--- config.mk ---
export PLATFORM = sky130hd
export DESIGN_NAME = fir16_mac_flat
export DESIGN_NICKNAME = d
export VERILOG_FILES = /design/src/rtl/fir16_mac_pkg.sv /design/src/rtl/fir16_mac_if.sv /design/src/rtl/fir16_mac_round_sat.sv /design/src/rtl/fir16_mac.sv /design/src/flat_wrapper.sv
export SDC_FILE = /design/constraint.sdc
export NUM_CORES = 2
export LEC_CHECK = 0
export CAP_MARGIN = 20
export CORE_MARGIN = 3
export CORE_UTILIZATION = 60
export CTS_BUF_LIST = sky130_fd_sc_hd__clkbuf_4
export DETAILED_ROUTE_END_ITERATION = 10
export HOLD_SLACK_MARGIN = 0.03
export PLACE_DENSITY = 0.89
export SLEW_MARGIN = 15
export SYNTH_ARGS = -nofsm -noshare
export SYNTH_HDL_FRONTEND = slang
export SYNTH_SLANG_ARGS = --single-unit
--- constraint.sdc ---
create_clock -name clk -period 13.45 [get_ports clk]
set_input_delay 2.69 -clock clk [delete_from_list [all_inputs] [get_ports clk]]
set_output_delay 2.69 -clock clk [all_outputs]
set_load 0.005 [all_outputs]
--- src/rtl/fir16_mac_pkg.sv ---
// Shared types and constants for the 16-tap Q1.15 FIR datapath stages.
package fir16_pkg;

  localparam int TAPS       = 16;
  localparam int DATA_W     = 16;
  localparam int COEFF_W    = 16;
  localparam int ACC_W      = 36;
  localparam int FRAC_SHIFT = 15;
  localparam int IDX_W      = $clog2(TAPS);

  typedef logic signed [DATA_W-1:0]  sample_t;
  typedef logic signed [COEFF_W-1:0] coeff_t;
  typedef logic signed [ACC_W-1:0]   acc_t;

  typedef enum logic [1:0] {IDLE, MAC, OUT} state_t;

  localparam sample_t Q15_MAX = 16'sh7FFF;
  localparam sample_t Q15_MIN = 16'sh8000;

endpackage

--- src/rtl/fir16_mac_if.sv ---
// Sample-in / result-out valid-ready streams of the FIR MAC stage.
interface fir16_mac_if;
  import fir16_pkg::*;

  sample_t in_data;
  logic    in_valid;
  logic    in_ready;
  sample_t out_data;
  logic    out_valid;
  logic    out_ready;

  modport master (
    output in_data, in_valid, out_ready,
    input  in_ready, out_data, out_valid
  );

  modport slave (
    input  in_data, in_valid, out_ready,
    output in_ready, out_data, out_valid
  );

endinterface

--- src/rtl/fir16_mac_round_sat.sv ---
// Accumulator to Q1.15 conversion: round-half-up by FRAC_SHIFT, then clamp.
module fir16_round_sat
  import fir16_pkg::*;
(
  input  acc_t    acc_i,
  output sample_t data_o
);

  localparam acc_t HALF = acc_t'(1) <<< (FRAC_SHIFT - 1);

  acc_t rounded;

  always_comb begin
    rounded = (acc_i + HALF) >>> FRAC_SHIFT;
    if (rounded > acc_t'(Q15_MAX)) begin
      data_o = Q15_MAX;
    end else if (rounded < acc_t'(Q15_MIN)) begin
      data_o = Q15_MIN;
    end else begin
      data_o = rounded[DATA_W-1:0];
    end
  end

endmodule

--- src/rtl/fir16_mac.sv ---
// Time-multiplexed 16-tap FIR multiply-accumulate, one tap per clock.
// Define FIR16_MAC_SYMMETRIC_EN to fold symmetric taps through a pre-adder.
module fir16_mac
  import fir16_pkg::*;
(
  input  logic                    clk,
  input  logic                    rst_n,
  input  logic [TAPS*COEFF_W-1:0] coeff_flat,
  fir16_mac_if.slave              stream
);

`ifdef FIR16_MAC_SYMMETRIC_EN
  localparam int ITERS = TAPS / 2;
`else
  localparam int ITERS = TAPS;
`endif
  localparam logic [IDX_W-1:0] LAST_IDX = IDX_W'(ITERS - 1);

  state_t           state_q, state_d;
  sample_t          taps_q [TAPS];
  acc_t             acc_q, acc_d;
  logic [IDX_W-1:0] idx_q, idx_d;
  sample_t          outData_q, outData_d;
  logic             outValid_q, outValid_d;
  logic             shiftEn;
  coeff_t           coeffSel;
  acc_t             prodExt;
  acc_t             sum;
  sample_t          roundedSum;

  assign coeffSel = coeff_t'(coeff_flat[idx_q*COEFF_W +: COEFF_W]);

`ifdef FIR16_MAC_SYMMETRIC_EN
  logic [IDX_W-1:0]               idxMirror;
  logic signed [DATA_W:0]         preSum;
  logic signed [DATA_W+COEFF_W:0] product;

  // Mirror taps share a coefficient, so add them before the single multiplier.
  assign idxMirror = IDX_W'(TAPS - 1) - idx_q;
  assign preSum    = (DATA_W+1)'(taps_q[idx_q]) + (DATA_W+1)'(taps_q[idxMirror]);
  assign product   = preSum * coeffSel;
`else
  logic signed [DATA_W+COEFF_W-1:0] product;

  assign product = taps_q[idx_q] * coeffSel;
`endif

  assign prodExt = acc_t'(product);
  assign sum     = acc_q + prodExt;

  fir16_round_sat u_roundSat (
    .acc_i  (sum),
    .data_o (roundedSum)
  );

  assign stream.out_data  = outData_q;
  assign stream.out_valid = outValid_q;

  always_comb begin
    state_d         = state_q;
    acc_d           = acc_q;
    idx_d           = idx_q;
    outData_d       = outData_q;
    outValid_d      = outValid_q;
    shiftEn         = 1'b0;
    stream.in_ready = 1'b0;
    case (state_q)
      IDLE: begin
        stream.in_ready = 1'b1;
        if (stream.in_valid) begin
          shiftEn = 1'b1;
          acc_d   = '0;
          idx_d   = '0;
          state_d = MAC;
        end
      end
      MAC: begin
        acc_d = sum;
        idx_d = idx_q + 1'b1;
        if (idx_q == LAST_IDX) begin
          idx_d      = '0;
          outData_d  = roundedSum;
          outValid_d = 1'b1;
          state_d    = OUT;
        end
      end
      OUT: begin
        // A consumed result frees the slot, so a waiting sample can enter on the same edge.
        stream.in_ready = stream.out_ready;
        if (stream.out_ready) begin
          outValid_d = 1'b0;
          if (stream.in_valid) begin
            shiftEn = 1'b1;
            acc_d   = '0;
            idx_d   = '0;
            state_d = MAC;
          end else begin
            state_d = IDLE;
          end
        end
      end
      default: state_d = IDLE;
    endcase
  end

  always_ff @(posedge clk or negedge rst_n) begin
    if (!rst_n) begin
      state_q    <= IDLE;
      acc_q      <= '0;
      idx_q      <= '0;
      outData_q  <= '0;
      outValid_q <= 1'b0;
      for (int k = 0; k < TAPS; k++) begin
        taps_q[k] <= '0;
      end
    end else begin
      state_q    <= state_d;
      acc_q      <= acc_d;
      idx_q      <= idx_d;
      outData_q  <= outData_d;
      outValid_q <= outValid_d;
      if (shiftEn) begin
        taps_q[0] <= stream.in_data;
        for (int k = 1; k < TAPS; k++) begin
          taps_q[k] <= taps_q[k-1];
        end
      end
    end
  end

endmodule
--- src/flat_wrapper.sv ---
// flat-port wrapper written by rule: the top's interface ports become plain ports
module fir16_mac_flat import fir16_pkg::*;
  (clk, rst_n, coeff_flat, stream_in_data, stream_in_valid, stream_out_ready, stream_in_ready, stream_out_data, stream_out_valid);
  fir16_mac_if stream_i ();
  input  logic clk;
  input  logic rst_n;
  input  logic [TAPS*COEFF_W-1:0] coeff_flat;
  input wire logic [$bits(stream_i.in_data)-1:0] stream_in_data;
  input wire logic [$bits(stream_i.in_valid)-1:0] stream_in_valid;
  input wire logic [$bits(stream_i.out_ready)-1:0] stream_out_ready;
  output wire logic [$bits(stream_i.in_ready)-1:0] stream_in_ready;
  output wire logic [$bits(stream_i.out_data)-1:0] stream_out_data;
  output wire logic [$bits(stream_i.out_valid)-1:0] stream_out_valid;
  assign stream_i.in_data = stream_in_data;
  assign stream_i.in_valid = stream_in_valid;
  assign stream_i.out_ready = stream_out_ready;
  assign stream_in_ready = stream_i.in_ready;
  assign stream_out_data = stream_i.out_data;
  assign stream_out_valid = stream_i.out_valid;
  fir16_mac u_core (.clk(clk), .rst_n(rst_n), .coeff_flat(coeff_flat), .stream(stream_i));
endmodule
# --- Yosys cells after proc, flatten, opt, wreduce, memory -nomap -nowiden ---
# Index checks and enable logic that the tools add are counted.
op_classes:
  n_lt_le_gt_ge: 3
  mul: 1
  n_mux: 24
  n_shift: 1
  addsub: 3
  n_bitwise: 1
  n_reduce_logical: 7
  n_eq_ne: 6
op_table:
  columns: ["op", "count"]
  rows:
  - ["256-bit by 9-bit variable part select with 16-bit output", 1]
  - ["36-bit one-hot mux with 3 select lines", 1]
  - ["36-bit 2-to-1 mux", 2]
  - ["16-bit binary-select mux with 4-bit select", 1]
  - ["16-bit 2-to-1 mux", 4]
  - ["36-bit by 16-bit adder with 36-bit output, second input constant", 1]
  - ["36-bit by 32-bit adder with 36-bit output", 1]
  - ["16-bit by 16-bit multiplier with 32-bit output", 1]
  - ["21-bit by 16-bit greater-than comparator with 1-bit output, second input constant", 1]
  - ["21-bit by 16-bit less-than comparator with 1-bit output, second input constant", 1]
  - ["4-bit 2-to-1 mux", 3]
  - ["4-bit one-hot mux with 3 select lines", 1]
  - ["2-bit 2-to-1 mux", 3]
  - ["1-bit one-hot mux with 2 select lines", 3]
  - ["2-bit one-hot mux with 3 select lines", 1]
  - ["3-bit AND reduction", 2]
  - ["5-bit >= comparator, second input constant", 1]
  - ["1-bit 2-to-1 mux", 5]
  - ["4-bit inverter with 5-bit output", 1]
  - ["4-bit by 1-bit adder with 4-bit output, second input constant", 1]
  - ["4-bit equality test, second input constant", 1]
  - ["2-bit inequality test, second input constant", 2]
  - ["2-bit AND reduction", 2]
  - ["3-bit nonzero test", 1]
  - ["5 further kinds", 5]
totals:
  in_bits: 276
  out_inout_bits: 18
  wordCells: 67
  ff_bits: 315

# --- Depth between registers and ports, before layout ---
logic_depth:
  ltp_word: 10
  mapped_depth: 38
  depth_no_buf: 32

# --- Cells and area by module ---
# Synthesis repeated with hierarchy kept, for this count alone.
unflattened:
  cells_unflattened: 2470
  hier_area_um2: 28348.4
modules_own_cells:
  columns: ["module", "area_per_inst_um2", "seq_area_each_um2", "cells_per_inst", "instances"]
  rows:
  - ["fir16_mac", 27415.0, 7882.6, 2333, 1]
  - ["fir16_round_sat", 933.4, 0.0, 137, 1]

# --- Worst setup path before layout ---
# Ideal clock, no wire load.
synth_timing:
  path_type: "input -> register"
  startpoint: "in coeff_flat[177]"
  endpoint: "reg u_core.outData_q[3] (netlist: u_core.stream.out_data[3])"
  setup_ps: 83
  path_buffers: 2
  arrival_time_ps: 10955
  path_stages: 31
  slack_ps: 2412
  required_time_ps: 13367
  path_cell_list: "mux4_2 -> mux2_2 -> o21ai_1 -> clkbuf_1 -> nor2_1 -> fa_1 -> inv_1 -> fa_1 -> fa_1 -> fa_1 -> inv_1 -> fa_1 -> inv_1 -> fa_1 -> inv_1 -> ha_1 -> nand3_1 -> nor2_1 -> a21oi_1 -> o21ai_0 -> xor2_1 -> ha_1 -> o211ai_1 -> nor4_1 -> nand3_2 -> or2_2 -> xnor2_1 -> nor4b_1 -> nor3_4 -> buf_6 -> o22ai_1"
synth_between:
  elab_chain_len: 7
  word_cells_on_any_way: 8
  cone_classes: "add/sub (2); mul (1); order compare (2); shift (1); mux (2)"
synth_lines:
  columns: ["item", "line", "rtl"]
  rows:
  - ["start, declared", "flat_wrapper.sv:7", "input logic [TAPS*COEFF_W-1:0] coeff_flat;"]
  - ["256-bit by 9-bit variable part select with 16-bit output *", "fir16_mac.sv:31", "assign coeffSel = coeff_t'(coeff_flat[idx_q*COEFF_W +: COEFF_W]);"]
  - ["16-bit by 16-bit multiplier with 32-bit output *", "fir16_mac.sv:45", "assign product = taps_q[idx_q] * coeffSel;"]
  - ["36-bit by 32-bit adder with 36-bit output *", "fir16_mac.sv:49", "assign sum = acc_q + prodExt;"]
  - ["36-bit by 16-bit adder with 36-bit output *", "fir16_mac_round_sat.sv:14", "rounded = (acc_i + HALF) >>> FRAC_SHIFT;"]
  - ["21-bit by 16-bit less-than comparator with 1-bit output", "fir16_mac_round_sat.sv:17", "end else if (rounded < acc_t'(Q15_MIN)) begin"]
  - ["16-bit 2-to-1 mux", "fir16_mac_round_sat.sv:17", null]
  - ["16-bit 2-to-1 mux *", "fir16_mac_round_sat.sv:15", "if (rounded > acc_t'(Q15_MAX)) begin"]
  - ["end signal, assigned", "fir16_mac.sv:120", "outData_q <= outData_d;"]
  - ["end, declared", "fir16_mac.sv:23", "sample_t outData_q, outData_d;"]
# Every way passes the cells marked *; elsewhere a longest branch is shown, timed or not.
# A chain may end at the register's enable or synchronous reset.

# --- Final worst setup path ---
layout_timing:
  startpoint: "in coeff_flat[18]"
  endpoint: "reg u_core.outData_q[6] (netlist: u_core.stream.out_data[6])"
# The elaborated chain is that of the path after synthesis.

==> impl_results.md <==
- Post-route minimum period: 11.80 ns
- CTS tree: done
- R2r setup slk: 2.28 ns
- Clock Skew: 0.0565 ns
- Layout Nets: 3465
- Worst setup margin: 1.65 ns
- Post-synthesis compound-gate area fraction: 0.0527
- Arrival @ worst endpoint: 12.49 ns
- Depth of the CTS H-tree: 3
- Total CTS buffers: 84
- Share of the synthesized area in the top cell type: 0.280
- Main combinational cell family by area after synthesis: adder cells
- DR vias: 20.8k
- Largest cells by area after synthesis: dfrtp_1, fa_1, mux2_2
- Cell taking the most area after synthesis: dfrtp_1
- # setup viols final: 0
- WHS Endpoint: u_core.taps_q[112]
- Mux contribution to synthesized area: 0.231
- Die Y: 223 um
- Slew margin rel.: 0.249
- Area Growth Syn to Fin: 16.2%
- Initial antenna violation count: 2
- Antenna Nets Post-Route: 0
- R2R depth: 30
- 1st-iter DRT viols: 1884
- DRC: 0
- Hold depth: 1
- Gr ovfl total: 0
- Fin crit share: 0.877
- Worst-path fanout max: 16
- Critical path capture point type: flop
- Number of global-route vias before repair: 22.8k
- Highest clock rate: 84.8 MHz
- Synth top cells by count: inv_1, dfrtp_1, fa_1
- Post-Synth XOR/XNOR Area: 0.0158
- RSZ-0062 raised after global routing: no
- Clock Sinks: 315
- Worst slew pin tran: 1.12 ns
- Area of the core: 45900 um^2
- RR Startpoint: u_core.idx_q[1]
- Terminus of the critical flop-to-flop path: u_core.stream.out_data[6]
- Asr flop ratio synth: 1.00
- EDFF count, synth: 0
- Die Area: 49500 um^2
- Synth Net Count: 3178
- Clk_lat worst skew: 0.83 ns
- Die Width: 223 um
- Min-delay src: u_core.taps_q[128]
- Slew Limit Fails: 0
- Cell Count, Final, Fillers Out: 3428
- Initial Util: 0.614
- Layout cell share with drive strength beyond 1: 0.217
- Final hold vios: 0
- Final Wtd Congestion: 1.00
- # IOs: 294
- Deepest clock path buffer count: 3
- I/O Buffers: 293
- Synth Cell Area: 28100 um^2
- Avg Inst Size Synth: 11.4 um^2
- Most frequent cell after synthesis: inv_1
- DR WL/cell: 22.8 um
- Post-detail-place hpwl: 60.6 mm
- Dominant synthesized flop cell: dfrtp_1
- GRT Util Overall: 0.324
- CP Class: in -> reg
- Largest net degree at the start of global routing: 179
- Hold Buf Count CTS: 0
- Synth Area in Simple Gates: 0.0809
- DRT Pass-1 Iters: 6
- Worst-path clk slew: 0.07 ns
- Pre-CTS WS: 1.05 ns
- Post-CTS Resized: 0
- Synth unique cells: 71
- Yosys reg bits: 315
- Post-CTS setup buffers: 0
- Cells after Synth: 2479
- CP startpoint kind: input port
- CP Data Required Time: 14.15 ns
- Total wire length: 78.0 mm
- Placed Cells: 3278
- Clk Tree Root Cell: clkbuf_4
- Hold crit path type: reg -> reg
- Seq/Total Area, Yosys: 0.280
- Post-Synth Adder-Cell Area: 0.272
- Routed vias/inst: 6.05
- Synth Warn #: 0
- Total negative slack: 0 ns
- Site row count: 78
- Max_cap viols: 0
- Fill cells: 3127
- Status: finished clean
- First-pass GRT wire length: 126 mm
layer usage:
| metal | global-route usage | up-vias | share of wire |
|---|---|---|---|
| met5 | 0 | - | 0 |
| li1 | - | 8925 | - |
| met3 | 0.0585 | 214 | 0.072 |
| met2 | 0.536 | 908 | 0.49 |
| met4 | 0.111 | 0 | 0.033 |
| met1 | 0.438 | 10700 | 0.40 |
sequential cells by signal, indices dropped and copies added, names as in the netlist:
register	count
u_core.acc_q	36
u_core.idx_q	4
u_core.state_q	2
u_core.stream.out_data	16
u_core.stream.out_valid	1
u_core.taps_q	256
cell usage in the layout (no fill, tap or decap), types with 71 or more instances in the layout:
cell type,count
clkbuf_4,116
fa_1,314
clkdlybuf4s50_1,292
nor2_1,196
dfrtp_1,311
o21ai_0,71
ha_1,109
inv_1,375
mux4_2,135
nand2_1,166
mux2_2,282
worst max-delay path by stage:
stage                          startpoint                         to  slack [ns]  depth (start not counted)
after detailed placement   coeff_flat[18]  u_core.stream.out_data[4]        1.05                         29
after floorplan           coeff_flat[177]  u_core.stream.out_data[3]        2.41                         31
after global placement     coeff_flat[18]  u_core.stream.out_data[8]        0.88                         27
after global routing       coeff_flat[18]  u_core.stream.out_data[7]        1.29                         27
final                      coeff_flat[18]  u_core.stream.out_data[6]        1.65                         27
after CTS                  coeff_flat[18]  u_core.stream.out_data[2]        1.91                         27
worst max-delay path, cell delays in order:
cell	delay, ns
clkdlybuf4s50_1	0.46
mux4_2	0.47
mux2_2	0.30
o21ai_2	0.69
nand2b_1	0.27
fa_1	0.50
inv_1	0.22
fa_1	0.62
fa_1	0.54
fa_1	0.51
fa_1	0.51
inv_1	0.05
fa_1	0.47
inv_1	0.05
ha_1	0.42
a21oi_1	0.32
o21ai_0	0.24
a211oi_1	0.36
a21oi_1	0.20
a31oi_1	0.26
xnor2_1	0.20
or4b_1	0.55
or2_2	0.34
xnor2_1	0.17
nor4b_1	0.66
nor3_4	0.19
o22ai_1	0.19
per-stage QoR:
step	hold slack, ns	instance area, um^2	utilization
2_1_floorplan	0.467	28100	-
3_3_place_gp	0.481	31600	0.690
3_5_place_dp	0.491	31600	0.690
4_1_cts	0.493	32700	0.712
5_1_grt	0.522	32700	0.713
6_report	0.508	32700	0.713
cells by family after synthesis:
kind of cell               Yosys count
muxes                              445
buffers and inverters              504
xor gates and xnor gates            50
and+or+nand+nor                    508
adders and majority gates          423
AOI/OAI and AO/OA                  234
DFF                                315
final cells by class:
class / count / area [um^2] / area share
antenna: 3 / 7.51 / 0.000230
clock buffer: 116 / 871 / 0.0266
clock inverter: 29 / 154 / 0.00470
inverter: 375 / 1410 / 0.0430
multi-input combinational: 1660 / 18400 / 0.561
sequential: 315 / 7900 / 0.241
tap: 600 / 751 / 0.0230
timing repair buffer: 330 / 3260 / 0.0997
Power is left out: the tool's default activity adds up to more than one toggle a clock period on the data nets, which glitch-free logic cannot reach.
